File: src/rtl/lcd_pkg.sv
// Shared FSM state type and protocol byte constants for the LCD line sequencer.
// The command byte helper folds in the optional VCOM bit (macro LCD_VCOM_EN).
package lcd_pkg;

  typedef enum logic [2:0] {
    ST_IDLE,
    ST_CMD,
    ST_ADDR,
    ST_DATA,
    ST_DUMMY,
    ST_TRAIL
  } state_t;

  localparam logic [7:0] CMD_WRITE  = 8'h80;
  localparam logic [7:0] VCOM_MASK  = 8'h40;
  localparam logic [7:0] DUMMY_BYTE = 8'h00;

  function automatic logic [7:0] cmd_byte(input logic vcom);
    return vcom ? (CMD_WRITE | VCOM_MASK) : CMD_WRITE;
  endfunction

endpackage

File: src/rtl/lcd_line_sequencer.sv
// Frame sequencer for a memory-in-pixel LCD: command, then per line address/data/dummy, then trailer.
// Optional macro LCD_VCOM_EN alternates the VCOM bit of the command byte every frame.
module lcd_line_sequencer
  import lcd_pkg::*;
#(
  parameter int LINE_BYTES = 50,
  parameter int NUM_LINES  = 240
) (
  input  logic       i_clk,
  input  logic       i_rst,
  input  logic       i_start,
  input  logic       i_rempty,
  input  logic [7:0] i_rdata,
  output logic       o_rinc,
  output logic [7:0] o_tdata,
  output logic       o_tvalid,
  input  logic       i_tready,
  output logic       o_cs,
  output logic       o_busy,
  output logic       o_done
);

  localparam int LW = $clog2(NUM_LINES + 1);
  localparam int BW = $clog2(LINE_BYTES + 1);
  localparam logic [LW-1:0] LAST_LINE = LW'(NUM_LINES);
  localparam logic [BW-1:0] LAST_BYTE = BW'(LINE_BYTES - 1);

  state_t        state_reg, state_next;
  logic [LW-1:0] line_reg, line_next;
  logic [BW-1:0] byte_reg, byte_next;
  logic          done_reg, done_next;
  logic          vcom;
  logic          tvalid_next;
  logic [7:0]    tdata_next;
  logic          rinc_next;

`ifdef LCD_VCOM_EN
  logic vcom_reg;

  // VCOM flips on the same edge that raises o_done, so the next frame sees the new polarity.
  always_ff @(posedge i_clk) begin
    if (i_rst) begin
      vcom_reg <= 1'b0;
    end else if (done_next) begin
      vcom_reg <= ~vcom_reg;
    end
  end

  assign vcom = vcom_reg;
`else
  assign vcom = 1'b0;
`endif

  always_ff @(posedge i_clk) begin
    if (i_rst) begin
      state_reg <= ST_IDLE;
      line_reg  <= '0;
      byte_reg  <= '0;
      done_reg  <= 1'b0;
    end else begin
      state_reg <= state_next;
      line_reg  <= line_next;
      byte_reg  <= byte_next;
      done_reg  <= done_next;
    end
  end

  always_comb begin
    state_next  = state_reg;
    line_next   = line_reg;
    byte_next   = byte_reg;
    done_next   = 1'b0;
    tvalid_next = 1'b0;
    tdata_next  = 8'h00;
    rinc_next   = 1'b0;

    case (state_reg)
      ST_IDLE: begin
        if (i_start) begin
          state_next = ST_CMD;
        end
      end

      ST_CMD: begin
        tvalid_next = 1'b1;
        tdata_next  = cmd_byte(vcom);
        if (i_tready) begin
          state_next = ST_ADDR;
          line_next  = LW'(1);
        end
      end

      ST_ADDR: begin
        tvalid_next = 1'b1;
        tdata_next  = 8'(line_reg);
        if (i_tready) begin
          state_next = ST_DATA;
          byte_next  = '0;
        end
      end

      // FIFO head passes straight through; an empty FIFO simply stalls the line.
      ST_DATA: begin
        tvalid_next = ~i_rempty;
        tdata_next  = i_rdata;
        rinc_next   = ~i_rempty & i_tready;
        if (~i_rempty && i_tready) begin
          byte_next = byte_reg + BW'(1);
          if (byte_reg == LAST_BYTE) begin
            state_next = ST_DUMMY;
          end
        end
      end

      ST_DUMMY: begin
        tvalid_next = 1'b1;
        tdata_next  = DUMMY_BYTE;
        if (i_tready) begin
          if (line_reg < LAST_LINE) begin
            line_next  = line_reg + LW'(1);
            state_next = ST_ADDR;
          end else begin
            state_next = ST_TRAIL;
          end
        end
      end

      ST_TRAIL: begin
        tvalid_next = 1'b1;
        tdata_next  = DUMMY_BYTE;
        if (i_tready) begin
          state_next = ST_IDLE;
          done_next  = 1'b1;
        end
      end

      default: begin
        state_next = ST_IDLE;
      end
    endcase
  end

  // Handshakes are masked during reset so neither the FIFO nor the serializer moves.
  assign o_tvalid = tvalid_next & ~i_rst;
  assign o_rinc   = rinc_next & ~i_rst;
  assign o_tdata  = tdata_next;
  assign o_cs     = (state_reg != ST_IDLE);
  assign o_busy   = (state_reg != ST_IDLE);
  assign o_done   = done_reg;

endmodule

File: config.mk
export PLATFORM = sky130hd
export DESIGN_NAME = lcd_line_sequencer
export DESIGN_NICKNAME = d
export VERILOG_FILES = /design/src/rtl/lcd_pkg.sv /design/src/rtl/lcd_line_sequencer.sv
export SDC_FILE = /design/constraint.sdc
export NUM_CORES = 1
export LEC_CHECK = 0
export CORE_UTILIZATION = 49
export CTS_CLUSTER_DIAMETER = 100
export CTS_CLUSTER_SIZE = 25
export DETAILED_ROUTE_END_ITERATION = 6
export PLACE_DENSITY = 0.84
export SKIP_CTS_REPAIR_TIMING = 1
export SYNTH_ARGS = -nofsm -noshare
export SYNTH_HDL_FRONTEND = slang
export SYNTH_SLANG_ARGS = --single-unit
File: constraint.sdc
create_clock -name i_clk -period 1.79 [get_ports i_clk]
set_input_delay 0.2685 -clock i_clk [delete_from_list [all_inputs] [get_ports i_clk]]
set_output_delay 0.2685 -clock i_clk [all_outputs]
set_load 0.02 [all_outputs]
==> qor.txt <==
Yosys reg bits = 18
Clock Sinks = 18
clock skew = 0.00522 ns
synth top area cells = dfxtp_1 31%, mux2i_1 7.0%, nor2_1 5.6%
syn_area_per_cell = 8.15 sq um
most frequent cell after synthesis = dfxtp_1
compound-gate portion of the synthesized area = 0.149
Post-synth EDFFs = 0
Final Cycle Share = 0.942
Top Ports = 26
routed vias = 1167
Hold Crit Depth = 2
reg-to-reg endpoint = line_reg[6]
total power divided by cell area = 528 mW/mm^2
Switch Pwr = 0.247 mW
slew at the pin with the worst max-slew slack = 0.410 ns
layout cells sized above 1 = 0.198
full die area = 0.00254 sq mm
dominant cell type by area after synthesis = dfxtp_1
WP data required = 2.01 ns
Via density = 5.56
Synthesized Nets = 157
Crit. End Element = flip-flop
max-slew violation count = 0
unrepaired setup endpoints after global routing = no
Lkg Pwr = 0.781 nW
maximum clock path buffer count = 2
clk root buf = clkbuf_4
Post-synth ARST share = 0
Placed Cells = 207
Yosys top cell area share = 0.314
total CTS buffers = 3
die height = 50.4 um
WP data arrival = 1.91 ns
post-route antenna net violation count = 0
initial antenna violation count = 0
buffer and inverter count on the worst path = 2
simple logic cell fraction of the synthesized area = 0.325
PnR Total Power = 0.860 mW
R2R Setup Slk = 0.20 ns
# DRC = 0
DRT iter0 DRCs = 17
total global routing overflow = 0
Worst Hold Path EP = byte_reg[1]
sequential element share of the synthesized area = 0.314
WS Path Type = in -> reg
FP Rows = 17
max cap viols = 0
WL per Instance = 14.3 um
RR Startpoint = state_reg[2]
layout net count = 200
XOR/XNOR Fraction of Synth Area = 0.0381
Tmin final = 1.69 ns
WL final = 3.00 mm
switching portion of total power = 0.287
final setup margin = 0.103 ns
Syn-to-layout area delta = 41.7%
VDD IR-drop max = 447 uV
Total GRT Usage = 0.259
final cell count without fillers = 210
worst-path fanout max = 12
DP Area = 0.00156 sq mm
dpl hpwl = 2.33 mm
type of origin of the critical path = input port
Flop pwr share = 0.491
Hold Fails Final Rpt = 0
Worst path max stage delay = 0.54 ns
pre-CTS WS = -0.208 ns
FMAX = 593 MHz
worst-skew pair later-pin latency = 0.29 ns
I/O Buffers = 25
Clock power frac = 0.233
Setup violations, final = 0
relative slew slack = 0.723
Synth Area in Adders = 0.0327
die width = 50.4 um
first-pass GRT wire length = 4.90 mm
post-route cell area = 0.00163 sq mm
crit path max-delay cell type = clkdlybuf4s50_1
internal power = 0.613 mW
combinational share of power = 0.276
number of global-route vias before repair = 1129
share of synthesized area spent on multiplexers = 0.0697
Cells after Synth = 141
GP Congestion = 0.820
worst min path class = reg -> reg
n_diodes = 0
Largest register FFs = 8
crit-path leading delay family = buffers and inverters
first-pass iteration count of the detailed router = 4
largest net degree at the start of global routing = 13
Core ar. = 0.00221 sq mm
area of the mapped netlist = 0.00115 sq mm
reg2reg path depth = 5
Main synth FF type = dfxtp_1
CTS tree = yes
min-delay src = byte_reg[1]
worst path cell trace = clkdlybuf4s50_1 > buf_4 > and4bb_1 > a41oi_4 > or3_1 > a21oi_1
hold slack = 0.510 ns
htree depth = 1
Ys Warns = 0
largest family of logic cells by synthesized area = simple AND/OR/NAND/NOR gates
synth cell count leaders = 18 x dfxtp_1, 17 x nor2_1, 12 x a21oi_1
outcome = finished clean
count of cell types in the netlist = 42
clk slew on worst S/H paths = 0.10 ns
initial core utilization = 0.519
==> worst min-delay path, delay by kind of cell, from the launching register on <==
family | cells | cell delay, ns
AND/OR/NAND/NOR | 1 | 0.06
AO/OA/AOI/OAI | 1 | 0.06
flip-flops | 1 | 0.35
==> cells in the final DEF (no fill, tap or decap), types with 2 or more instances in the layout <==
| cell type | count |
|---|---|
| mux2i_1 | 8 |
| dlymetal6s2s_1 | 12 |
| xnor2_1 | 2 |
| buf_4 | 21 |
| dfxtp_2 | 2 |
| nand4_1 | 3 |
| or3_1 | 5 |
| nor2_1 | 17 |
| clkdlybuf4s50_1 | 13 |
| a21oi_1 | 12 |
| nor3_1 | 5 |
| inv_1 | 7 |
| nor4b_1 | 2 |
| nand2_1 | 8 |
| ha_1 | 3 |
| nand3_1 | 7 |
| xor2_1 | 3 |
| clkbuf_4 | 3 |
| o21ai_0 | 8 |
| dfxtp_1 | 15 |
==> per-layer routing <==
layer,wire length (um),global-route usage,vias up
met5,0,0,-
met4,28,0.0556,0
met3,99,0.0606,4
met2,1560,0.484,19
met1,1320,0.293,555
li1,-,-,589
==> cell families (layout without fill, tap and decap cells) <==
family / Yosys count / in the layout
xor+xnor: 5 / 5
compound gates: 28 / 28
simple gates: 63 / 63
fa+ha+maj: 3 / 3
mux: 8 / 8
buf+inv: 16 / 57
flops: 18 / 18
==> power groups by stage <==
stage                     clock (mW)  combinational [mW]  sequential [mW]
after floorplan                    0               0.124            0.423
after global placement             0               0.229            0.429
after detailed placement           0               0.235            0.430
after CTS                      0.202               0.236            0.421
after global routing           0.227               0.254            0.424
final                          0.200               0.237            0.422
==> worst max path at each step <==
stage            startpoint     endpoint  depth (start not counted)
3_5_place_dp       i_tready  line_reg[6]                          6
2_1_floorplan  state_reg[0]   o_tdata[7]                          4
3_3_place_gp       i_tready       o_rinc                          4
5_1_grt            i_tready  line_reg[3]                          6
6_report           i_tready  line_reg[6]                          6
4_1_cts        state_reg[0]   o_tdata[6]                          4
==> cell type report <==
type	instances	area, sq um
fill	175	584
inverter	7	26.3
multi-input combinational	107	719
sequential	18	367
timing repair buffer	47	458
tap	28	35.0
clock buffer	3	22.5
==> per-stage QoR <==
step,setup TNS [ns],util
after floorplan,0,-
after detailed placement,-2.09,0.703
after global routing,0,0.736
after global placement,-1.42,0.703
after CTS,-3.55,0.713
final,0,0.736
Power figures use the tool's default switching activity.
